===== config.mk =====
export PLATFORM = sky130hd
export DESIGN_NAME = seq_divider
export DESIGN_NICKNAME = d
export VERILOG_FILES = /design/src/rtl/seq_divider.sv
export SDC_FILE = /design/constraint.sdc
export NUM_CORES = 1
export LEC_CHECK = 0
export ABC_AREA = 1
export BUFFER_PORTS_ARGS = -buffer_cell sky130_fd_sc_hd__buf_2
export CORE_MARGIN = 5
export CORE_UTILIZATION = 47
export CTS_CLUSTER_DIAMETER = 30
export DETAILED_ROUTE_END_ITERATION = 7
export PLACE_DENSITY = 0.77
export SYNTH_ARGS = -nofsm -noshare
export SYNTH_HDL_FRONTEND = slang
export SYNTH_SLANG_ARGS = --single-unit

===== constraint.sdc =====
create_clock -name clk -period 5.73 [get_ports clk]
set_clock_uncertainty 0.05 [all_clocks]
set_input_delay 1.146 -clock clk [delete_from_list [all_inputs] [get_ports clk]]
set_output_delay 1.146 -clock clk [all_outputs]
set_load 0.05 [all_outputs]

===== src/rtl/seq_divider.sv =====
`default_nettype none
// ============================================================================
//  Module      : seq_divider
//  Description : Multi-cycle restoring integer divider for MIPS DIV/DIVU.
//                Performs one trial subtraction per clock, WIDTH iterations,
//                followed by one sign-fixup cycle. The quotient goes to LO
//                and the remainder to HI. The pipeline stalls on busy until
//                done.
//                Optional feature: define SEQ_DIVIDER_SIGNED_EN to compile in
//                signed (DIV) support. Without it every operation is DIVU
//                and is_signed is ignored. Latency is the same either way.
//  Revision    : 1.0 - initial release
// ============================================================================
module seq_divider #(
    parameter int WIDTH = 32
) (
    input  logic             clk,
    input  logic             rst_n,
    input  logic             start,
    input  logic             is_signed,
    input  logic [WIDTH-1:0] dividend,
    input  logic [WIDTH-1:0] divisor,
    output logic             busy,
    output logic             done,
    output logic [WIDTH-1:0] quotient,
    output logic [WIDTH-1:0] remainder,
    output logic             div_by_zero
);

    // ------------------------------------------------------------------------
    // Constants
    // ------------------------------------------------------------------------
    localparam int                C_CNT_W    = $clog2(WIDTH + 1);
    localparam logic [C_CNT_W-1:0] C_CNT_INIT = C_CNT_W'(WIDTH);
    localparam logic [C_CNT_W-1:0] C_CNT_ONE  = C_CNT_W'(1);

    localparam logic [1:0] C_S_IDLE = 2'd0;
    localparam logic [1:0] C_S_RUN  = 2'd1;
    localparam logic [1:0] C_S_FIX  = 2'd2;

    // ------------------------------------------------------------------------
    // Declarations
    // ------------------------------------------------------------------------
    logic [1:0]         r_state;
    logic [1:0]         w_state_nxt;

    logic [WIDTH-1:0]   r_rem;      // partial remainder
    logic [WIDTH-1:0]   r_acc;      // dividend bits shifting out, quotient bits shifting in
    logic [WIDTH-1:0]   r_dvs;      // divisor magnitude
    logic [WIDTH-1:0]   r_orig;     // original dividend, returned on divide-by-zero
    logic [C_CNT_W-1:0] r_cnt;

    logic               w_load;
    logic               w_step;
    logic               w_fix;

    logic [WIDTH-1:0]   w_dvd_abs;
    logic [WIDTH-1:0]   w_dvs_abs;

    logic [WIDTH:0]     w_shift;
    logic [WIDTH:0]     w_diff;
    logic               w_fits;

    logic               w_dvs_zero;
    logic [WIDTH-1:0]   w_q_final;
    logic [WIDTH-1:0]   w_r_final;

    // ------------------------------------------------------------------------
    // Control decode
    // ------------------------------------------------------------------------
    assign w_load = (r_state == C_S_IDLE) && start;
    assign w_step = (r_state == C_S_RUN);
    assign w_fix  = (r_state == C_S_FIX);

    // busy covers RUN and FIX; it drops in the done cycle so a new start is
    // accepted there without a bubble.
    assign busy = (r_state != C_S_IDLE);

    // ------------------------------------------------------------------------
    // Operand conditioning
    // ------------------------------------------------------------------------
`ifdef SEQ_DIVIDER_SIGNED_EN
    logic w_dvd_neg;
    logic w_dvs_neg;
    logic r_q_neg;    // quotient sign: XOR of operand signs
    logic r_r_neg;    // remainder sign: follows the dividend

    assign w_dvd_neg = is_signed && dividend[WIDTH-1];
    assign w_dvs_neg = is_signed && divisor[WIDTH-1];
    // The most negative value maps onto itself, which reads correctly as
    // the unsigned magnitude 2^(WIDTH-1).
    assign w_dvd_abs = w_dvd_neg ? (~dividend + 1'b1) : dividend;
    assign w_dvs_abs = w_dvs_neg ? (~divisor  + 1'b1) : divisor;

    // Capture the result signs alongside the operands
    always_ff @(posedge clk) begin
        if (!rst_n) begin
            r_q_neg <= 1'b0;
            r_r_neg <= 1'b0;
        end else if (w_load) begin
            r_q_neg <= w_dvd_neg ^ w_dvs_neg;
            r_r_neg <= w_dvd_neg;
        end
    end
`else
    logic w_unused_is_signed;

    assign w_unused_is_signed = is_signed;
    assign w_dvd_abs          = dividend;
    assign w_dvs_abs          = divisor;
`endif

    // ------------------------------------------------------------------------
    // Trial subtraction. The shifted remainder is always below twice the
    // divisor, so a WIDTH+1-bit difference is enough: its top bit is the
    // borrow and therefore the "does not fit" flag.
    // ------------------------------------------------------------------------
    assign w_shift = {r_rem, r_acc[WIDTH-1]};
    assign w_diff  = w_shift - {1'b0, r_dvs};
    assign w_fits  = ~w_diff[WIDTH];

    // ------------------------------------------------------------------------
    // Result fixup
    // ------------------------------------------------------------------------
    assign w_dvs_zero = (r_dvs == '0);

`ifdef SEQ_DIVIDER_SIGNED_EN
    assign w_q_final = w_dvs_zero ? {WIDTH{1'b1}}
                     : (r_q_neg ? (~r_acc + 1'b1) : r_acc);
    assign w_r_final = w_dvs_zero ? r_orig
                     : (r_r_neg ? (~r_rem + 1'b1) : r_rem);
`else
    assign w_q_final = w_dvs_zero ? {WIDTH{1'b1}} : r_acc;
    assign w_r_final = w_dvs_zero ? r_orig : r_rem;
`endif

    // ------------------------------------------------------------------------
    // State register
    // ------------------------------------------------------------------------
    // Hold the current FSM state; reset returns to IDLE
    always_ff @(posedge clk) begin
        if (!rst_n) begin
            r_state <= C_S_IDLE;
        end else begin
            r_state <= w_state_nxt;
        end
    end

    // Next-state logic: IDLE -> RUN on start, RUN for WIDTH cycles, one FIX cycle
    always_comb begin
        w_state_nxt = r_state;
        case (r_state)
            C_S_IDLE: begin
                if (start) begin
                    w_state_nxt = C_S_RUN;
                end
            end
            C_S_RUN: begin
                if (r_cnt == C_CNT_ONE) begin
                    w_state_nxt = C_S_FIX;
                end
            end
            C_S_FIX: begin
                w_state_nxt = C_S_IDLE;
            end
            default: begin
                w_state_nxt = C_S_IDLE;
            end
        endcase
    end

    // ------------------------------------------------------------------------
    // Datapath
    // ------------------------------------------------------------------------
    // Load operands on accept, then one restoring step per RUN cycle
    always_ff @(posedge clk) begin
        if (!rst_n) begin
            r_rem  <= '0;
            r_acc  <= '0;
            r_dvs  <= '0;
            r_orig <= '0;
            r_cnt  <= '0;
        end else if (w_load) begin
            r_rem  <= '0;
            r_acc  <= w_dvd_abs;
            r_dvs  <= w_dvs_abs;
            r_orig <= dividend;
            r_cnt  <= C_CNT_INIT;
        end else if (w_step) begin
            r_rem  <= w_fits ? w_diff[WIDTH-1:0] : w_shift[WIDTH-1:0];
            r_acc  <= {r_acc[WIDTH-2:0], w_fits};
            r_cnt  <= r_cnt - C_CNT_ONE;
        end
    end

    // Publish results and pulse done in FIX; results hold until the next FIX
    always_ff @(posedge clk) begin
        if (!rst_n) begin
            done        <= 1'b0;
            quotient    <= '0;
            remainder   <= '0;
            div_by_zero <= 1'b0;
        end else begin
            done <= w_fix;
            if (w_fix) begin
                quotient    <= w_q_final;
                remainder   <= w_r_final;
                div_by_zero <= w_dvs_zero;
            end
        end
    end

endmodule
`default_nettype wire


==> results.md, run 1 <==
- GRT Util Overall: 22.1%
- Leak: 6.41 nW
- Worst slew pin tran: 0.883 ns
- Core Region: 22500 µm²
- RSZ-0062 raised after global routing: no
- CTS tree: yes
- Die height: 161 µm
- Avg WL per Cell: 14.5 µm
- Hold_buf cts: 0
- Initial core utilization: 47.5%
- CTS H-tree depth: 2
- Top post-synthesis cells by area: dfxtp_1 (38%), nand2_1 (18%), inv_1 (8.9%)
- Average size of a mapped cell: 6.68 µm²
- Crit path top cell by count: nand2_1
- Via count: 10387
- Final Hold Vio Count: 0
- Most common cell after layout, fill and taps aside: nand2_1
- Cell taking the most area after synthesis: dfxtp_1
- Synth Instances: 1601
- CP max stage delay: 0.41 ns
- Max-cap violation count: 0
- Vias in the first global route: 10085
- PwrDens: 377 nW/µm²
- Worst-Skew Late Latency: 0.52 ns
- Maximum fanout along the worst path: 50
- Num CTS Buffers: 39
- N_diodes: 0
- WP data arrival: 3.31 ns
- Final Slew Violations: 0
- Clock sink count: 202
- Dpl cells: 1955
- CP Launch Type: register
- Non-filler cells in the finished layout: 2023
- Fraction of layout cells with a size suffix above 1: 14.0%
- Final Setup Violations: 0
- Final Cycle Share: 51.3%
- Vias per cell: 5.13
- Final setup TNS: 0 ns
- Crit path kind: reg2reg
- Post-cts repair resize count: 0
- Pin count of the biggest net entering global routing: 91
- Post-CTS setup buffer count: 0
- Bufs on Longest Clock Path: 3
- Number of library cell types mapped by synthesis: 40
- Crit-path slowest cell: dfxtp_1
- Final nets: 1814
- Final instance area: 12700 µm²
- Worst EP required: 6.10 ns
- Total grt overflow: 0
- RD Place Congestion: 0.923
- Clock transition at path regs: 0.05 ns
- Worst Reg-to-Reg Cells: 19
- Slew headroom: 41.1%
- Post-route ant nets: 0
- FMAX: 340 MHz
- Layout area overhead: 18.8%
- Worst hold stages: 2
- First-pass DRT Iterations: 6
- Drt first-iter violations: 862
- Setup crit end kind: register
- DRC Markers: 0
- Buffers on Ports: 133
- Rows: 55
- Total Wirelength: 29300 µm
- I/O pin cnt: 135
- Die width: 161 µm
- Synthesis warning total: 0
- Final Critical Period: 2.94 ns
- First-pass GRT wire length: 48400 µm
- Total nets after synthesis: 1704
- Die area: 25900 µm²
- Cell Area, Synth: 10700 µm²
- Post-synth top area share: 37.8%
- Post-detail-place hpwl: 20700 µm
- Initial antenna violation count: 0
- Status: finished, final reports clean
- Root buf cell: clkbuf_16
- Placed Area: 11400 µm²
- Worst hold path class: reg2reg
- Post-Place Worst Slack: 2.79 ns
- Seq/Total Area, Yosys: 37.8%
- Most frequent cells in the layout: nand2_1 (512), inv_1 (252), dfxtp_1 (202)
- Maximum vdd drop: 0.250 mV
- Final Power: 4.78 mW
- #FFs+latches synth: 202
- Setup WS post-layout: 2.79 ns
- Critical path, cell by cell: inv_1 -> ha_1 -> fa_1 -> inv_1 -> nand2_1 -> nand2_1 -> nand3_1 -> nand2_2 -> nand2_2 -> nand2_2 -> nand2_4 -> nand2_4 -> nand2_4 -> nand2_8 -> inv_4 -> nand2_1 -> nand3_1 -> nand2_1 -> inv_1
layout make-up:
class,instances,area [µm²]
well taps,285,357
flip-flops and latches,202,4040
repair buffers,145,756
multi-input cells,1062,5300
inverters,261,982
fillers,2115,9810
clock buffers,56,1100
clock inverters,12,150
synthesized netlist by cell type, drive strengths merged:
library cell / number
o211ai: 72
xnor2: 2
nand3: 118
o21bai: 1
fa: 1
a21o: 1
ha: 34
xor2: 15
o21ai: 66
nand4: 9
a31oi: 11
o31ai: 1
nand2: 529
and2: 2
dfxtp: 202
nor4: 7
or2: 2
or3: 1
clkinv: 2
a21oi: 131
nor2: 54
nor3: 5
inv: 259
clkbuf: 56
buf: 20
per-stage QoR:
stage / util [%] / hold slack (ns)
after floorplan: - / 0.369
after global placement: 50.8 / 0.379
after detailed placement: 50.8 / 0.384
after CTS: 56.4 / 0.396
after global routing: 56.4 / 0.408
final: 56.4 / 0.397
where the power goes:
group          leakage, nW  switching [mW]  total (mW)  internal (mW)
logic                 4.15           0.748        1.08          0.335
registers             1.65          0.0600        1.56           1.50
clock network        0.615           0.721        2.14           1.42
total                 6.41            1.53        4.78           3.25
layer usage:
| layer | track usage [%] | part of all wire [%] | up-vias | wire length [µm] |
|---|---|---|---|---|
| met5 | 0 | 0 | - | 0 |
| met2 | 38.4 | 48 | 295 | 14000 |
| met1 | 28.3 | 44 | 4701 | 12900 |
| met4 | 6.79 | 2.4 | 0 | 712 |
| met3 | 3.44 | 5.7 | 67 | 1670 |
| li1 | - | - | 5324 | - |
final timing paths:
| path | startpoint | to | slack (ns) |
|---|---|---|---|
| max | r_acc[31] | r_rem[2] | 2.79 |
| min | r_orig[8] | r_orig[8] | 0.40 |
| max reg2reg | r_acc[31] | r_rem[2] | 2.79 |
| min reg2reg | r_orig[8] | r_orig[8] | 0.40 |
cell families (layout without fill, tap and decap cells):
logic type / after synthesis / in the layout / synth area share [%]
adder cells (fa/ha/maj): 35 / 35 / 4.17
AND/OR/NAND/NOR: 727 / 727 / 28.5
XOR/XNOR: 17 / 17 / 1.39
AO/OA/AOI/OAI: 283 / 283 / 15.5
flip-flops: 202 / 202 / 37.8
buffers and inverters: 337 / 474 / 12.6
registers in the layout, indices dropped and copies added (netlist names):
signal,flops
done,1
div_by_zero,1
r_rem,32
r_acc,32
r_state,2
quotient,32
remainder,32
r_dvs,32
r_cnt,6
r_orig,32
worst max-delay path: cells and delay by family (launching register included):
| family | cells | cell delay, ns |
|---|---|---|
| fa+ha+maj | 2 | 0.61 |
| buf+inv | 4 | 0.31 |
| flops | 1 | 0.41 |
| simple gates | 13 | 1.44 |
Note: power is estimated with default switching activity, not from simulation.
==> run 2, diff against run 1 <==
Settings changed: PLACE_DENSITY 0.77 to 0.79.
Clock period 5.73 ns to 2.4 ns, I/O delays scaled along.
==> run 2 against run 1 <==
Effect of this change: count of clock-buffer cells in the layout down 11; worst setup slack worse by 2.8 ns; die area unchanged; global-route usage up 0.65 points; critical path depth down 1; clock power rose to 2.6 times the previous value; core utilization up 3.1 points; sequential share of layout area down 1.6 points; fmax up 25%.
==> results.md, run 2 (synthesis results as in run 1) <==
- Status: finished, final reports clean
- R2r setup slk: 0.04 ns
- Global routing usage on met3: 3.62%
- Final Setup Violations: 0
- Crit path kind: reg2reg
- Avg WL per Cell: 14.8 µm
- Fraction of layout cells with a size suffix above 1: 18.4%
- Total Wirelength: 30500 µm
- Final core occ: 59.5%
- Root buf cell: clkbuf_16
- First-pass GRT wire length: 49400 µm
- GR Util met2: 39.7%
- Die height: 161 µm
- Slew headroom: 56.7%
- Worst-Skew Late Latency: 0.51 ns
- Worst EP required: 2.75 ns
- Max-cap violation count: 0
- Final Critical Period: 2.36 ns
- Clock transition at path regs: 0.05 ns
- Leak: 6.68 nW
- Most frequent cells in the layout: nand2_1 (495), inv_1 (250), dfxtp_1 (201)
- DRC Markers: 0
- Via count: 10648
- Pin count of the biggest net entering global routing: 88
- RD Place Congestion: 0.933
- Maximum fanout along the worst path: 10
- Met1 Track Usage GR: 29.2%
- Total grt overflow: 0
- Final Slew Violations: 0
- First-pass DRT Iterations: 5
- Fillers: 1973
- Post-route ant nets: 0
- Core Region: 22500 µm²
- CTS H-tree depth: 2
- Bufs on Longest Clock Path: 3
- Post-detail-place hpwl: 21400 µm
- Final Cycle Share: 98.3%
- FF-to-FF Start: r_acc[31]
- RR Endpoint: r_rem[8]
- Final nets: 1854
- GRT Util Overall: 22.7%
- FMAX: 424 MHz
- Clock sink count: 202
- WP data arrival: 2.71 ns
- Initial core utilization: 47.5%
- Most common cell after layout, fill and taps aside: nand2_1
- I/O pin cnt: 135
- RSZ-0062 raised after global routing: yes
- Setup crit end kind: register
- CP Launch Type: register
- Die width: 161 µm
- Rows: 55
- Maximum vdd drop: 0.611 mV
- Placed Area: 11800 µm²
- PwrDens: 911 nW/µm²
- Hold endpoint: r_orig[18]
- Drt first-iter violations: 928
- Vias per cell: 5.16
- Final instance area: 13400 µm²
- Most used routing layer: met2
- Worst hold stages: 3
- Buffers on Ports: 133
- Layout area overhead: 25.3%
- Initial antenna violation count: 0
- Worst hold path class: in2reg
- Num CTS Buffers: 39
- Hold_sp: dividend[18]
- Vias in the first global route: 10181
- Final Hold Vio Count: 0
- Worst slew pin tran: 0.649 ns
- N_diodes: 0
- Worst Reg-to-Reg Cells: 18
- CTS tree: yes
- Die area: 25900 µm²
run 2: changes by cell type in the layout (fill, tap and decap cells not counted), sizes merged:
cell,before,now
buf,145,182
inv,260,264
clkinvlp,0,5
bufinv,2,6
clkbuf,56,47
nand2,529,530
run 2: area by class of cell:
| type | instances | area (µm²) | share of cell area, % |
|---|---|---|---|
| clock inverter | 25 | 333 | 2.49 |
| multi-input combinational | 1063 | 5500 | 41.1 |
| timing repair buffer | 184 | 1180 | 8.79 |
| inverter | 261 | 982 | 7.34 |
| clock buffer | 45 | 998 | 7.46 |
| tap | 285 | 357 | 2.66 |
| sequential | 202 | 4050 | 30.2 |
run 2: timing repair:
item | 4_1_cts | 5_1_grt
setup buffers | 3 | 1
gates resized for setup | 4 | 41
gates cloned | 0 | 3
pin swaps | 1 | 12
setup endpoints to repair | 34 | 35
hold buffers | 0 | 0
run 2: where the power goes:
group / internal, mW / switching [mW] / leakage [nW]
Clock: 3.66 / 1.83 / 0.637
Sequential: 3.58 / 0.146 / 1.65
Combinational: 1.05 / 1.93 / 4.40
Total: 8.29 / 3.90 / 6.68
run 2: metrics by stage:
stage | hold WS [ns] | cells | power, mW | TNS [ns] | worst slack, ns
floorplan | 0.369 | 1601 | 5.75 | 0 | 0.168
detailed placement | 0.382 | 1988 | 6.48 | -0.959 | -0.0548
finish | 0.197 | 2065 | 12.2 | 0 | 0.0405
global route | 0.183 | 2065 | 12.8 | -1.11 | -0.0808
CTS | 0.184 | 2061 | 12.0 | 0 | 0.00797
global placement | 0.380 | 1988 | 6.45 | -0.128 | -0.0151
run 2: worst max path at each step:
stage / start / end / cells past startpoint
2_1_floorplan: r_acc[31] / r_rem[17] / 20
3_5_place_dp: r_acc[31] / r_rem[10] / 18
6_report: r_acc[31] / r_rem[8] / 18
3_3_place_gp: r_acc[31] / r_rem[3] / 18
5_1_grt: r_acc[31] / r_rem[12] / 18
4_1_cts: r_dvs[14] / r_rem[15] / 17
run 2: metal layers:
metal | vias to the layer above | share of wire (%)
li1 | 5404 | -
met1 | 4854 | 43
met2 | 329 | 49
met3 | 61 | 5.6
met4 | 0 | 2.3
met5 | - | 0
run 2: worst max-delay path, stage by stage (launching register included):
cell and delay [ns]:
dfxtp_2 0.35, inv_2 0.06, ha_4 0.16, fa_2 0.33, inv_2 0.07, nand2_2 0.05
nand2_2 0.10, nand3_2 0.07, nand2_2 0.08, nand2_2 0.07, nand2_4 0.09, nand2_4 0.07
nand3_4 0.12, nand2_8 0.11, clkbuf_16 0.19, nand2_1 0.06, o211ai_1 0.08, nand2_1 0.09
inv_1 0.03
==> run 3, diff against run 2 <==
Settings changed: CORE_MARGIN 5 to 8, CORE_UTILIZATION 47 to 53, PLACE_DENSITY 0.79 to 0.87.
==> run 3 against run 2 <==
Effect of this change: the run now ends with setup timing left; global-route usage is 2.7 points higher; combinational power increased by 5%; sequential cell count stayed put; critical path type unchanged; largest cell class unchanged.
==> results.md, run 3 (synthesis results as in run 1) <==
- First-pass DRT Iterations: 6
- Die area: 25000 µm²
- Bufs on Longest Clock Path: 3
- Failing checks: setup timing
- I/O pin cnt: 135
- RD Place Congestion: 0.921
- Post-detail-place hpwl: 21600 µm
- Maximum vdd drop: 0.523 mV
- Die height: 158 µm
- Hold endpoint: r_orig[22]
- Most common cell after layout, fill and taps aside: nand2_1
- Total grt overflow: 0
- Worst hold path class: in2reg
- Layout area overhead: 24.4%
- Vias in the first global route: 10965
- R2r setup slk: -0.03 ns
- Via count: 11142
- Buffers on Ports: 133
- Dpl cells: 1977
- Setup crit end kind: register
- DRC Markers: 0
- Final core occ: 66.4%
- CTS tree: yes
- Avg WL per Cell: 15.7 µm
- Worst hold stages: 3
- WP data arrival: 2.79 ns
- Final instance area: 13300 µm²
- Maximum fanout along the worst path: 6
- Hold_sp: dividend[22]
- Non-filler cells in the finished layout: 2055
- Final Hold Vio Count: 0
- Final nets: 1859
- Final Power: 12.0 mW
- Worst EP required: 2.76 ns
- Crit path launch: r_acc[31]
- CP Launch Type: register
- Worst Reg-to-Reg Cells: 19
- Status: finished, violations left
- Setup WS post-layout: -0.0330 ns
- Most frequent cells in the layout: nand2_1 (496), inv_1 (251), dfxtp_1 (201)
- Reg area: 4050 µm²
- Slew headroom: 56.4%
- Worst-Skew Late Latency: 0.52 ns
- Rows: 52
- Clock transition at path regs: 0.05 ns
- GRT Util Overall: 25.5%
- Hold_buf cts: 0
- Leak: 6.72 nW
- Fraction of layout cells with a size suffix above 1: 18.5%
- Worst slew pin tran: 0.654 ns
- First-pass GRT wire length: 52000 µm
- Area occupied by multi-input gates: 5460 µm²
- RR Endpoint: r_rem[1]
- RSZ-0062 raised after global routing: yes
- Final Setup Violations: 10
- Max-cap violation count: 0
- Initial antenna violation count: 0
- Drt first-iter violations: 1127
- FF-to-FF Start: r_acc[31]
- N_diodes: 0
- Placed Area: 11800 µm²
- Crit path kind: reg2reg
- Post-route ant nets: 0
- Num CTS Buffers: 38
- Vias per cell: 5.42
- Core Region: 20000 µm²
- CTS H-tree depth: 2
- Initial core utilization: 53.3%
- Die width: 158 µm
- FMAX: 411 MHz
- Final Cycle Share: 101%
- Pin count of the biggest net entering global routing: 98
- Final Slew Violations: 0
- Root buf cell: clkbuf_16
- Fillers: 1610
- Final Critical Period: 2.43 ns
- Total Wirelength: 32300 µm
- PwrDens: 899 nW/µm²
- Clock sink count: 202
==> run 3: cell types whose count changed in the layout (fill, tap and decap cells not counted), sizes merged <==
| cell | change |
|---|---|
| inv | +1 |
| bufinv | -4 |
| clkinv | +5 |
| clkbuf | -1 |
| buf | +7 |
| nand2 | -1 |
| bufbuf | +1 |
| clkinvlp | -3 |
==> run 3: cell type report <==
cell class / count / area share, %
well taps: 270 / 2.54
multi-input cells: 1062 / 41.1
flip-flops and latches: 202 / 30.4
clock inverters: 24 / 1.77
repair buffers: 191 / 9.22
clock buffers: 45 / 7.57
inverters: 261 / 7.40
==> run 3: how the worst max path moves through the flow <==
stage / slack (ns) / depth (start not counted) / end
floorplan: 0.17 / 20 / r_rem[17]
global placement: -0.08 / 18 / r_rem[11]
detailed placement: -0.14 / 19 / r_rem[30]
CTS: 0.01 / 19 / r_rem[4]
global route: -0.17 / 18 / r_rem[1]
finish: -0.03 / 19 / r_rem[1]
==> run 3: critical path, stage by stage (launching register included) <==
cell      delay, ns
dfxtp_4        0.37
inv_4          0.04
ha_4           0.15
fa_2           0.33
inv_2          0.07
nand2_2        0.06
nand2_2        0.09
nand3_2        0.08
nand2_2        0.08
nand2_2        0.06
nand2_4        0.08
nand2_4        0.07
nand3_4        0.09
nand2_8        0.09
buf_12         0.15
buf_4          0.15
nand2_1        0.06
o211ai_1       0.09
nand2_1        0.09
inv_1          0.04
==> run 3: stage by stage <==
| step | hold slack (ns) | setup slack (ns) | TNS, ns |
|---|---|---|---|
| finish | 0.189 | -0.0330 | -0.160 |
| global placement | 0.380 | -0.0792 | -1.77 |
| floorplan | 0.369 | 0.168 | 0 |
| detailed placement | 0.382 | -0.145 | -2.71 |
| CTS | 0.179 | 0.0132 | 0 |
| global route | 0.204 | -0.167 | -2.60 |
==> run 3: routing by layer <==
layer / wire (µm) / vias to the layer above / global-route usage, %
met5: 0 / - / 0
met4: 1300 / 0 / 11.6
met3: 2440 / 118 / 4.64
met2: 15600 / 504 / 44.0
met1: 12900 / 5089 / 30.2
li1: - / 5431 / -
==> run 3: repair_timing <==
item | 4_1_cts | 5_1_grt
buffers inserted | 5 | 2
pin swaps | 5 | 12
setup endpoints to repair | 33 | 35
resized for setup | 16 | 31
cloned | 1 | 1
endpoints found under the hold margin | 0 | 0
==> run 3: power by group <==
part	switching, mW	leakage, nW	internal (mW)
clock network	1.84	0.618	3.26
logic	2.00	4.45	1.12
registers	0.152	1.65	3.58
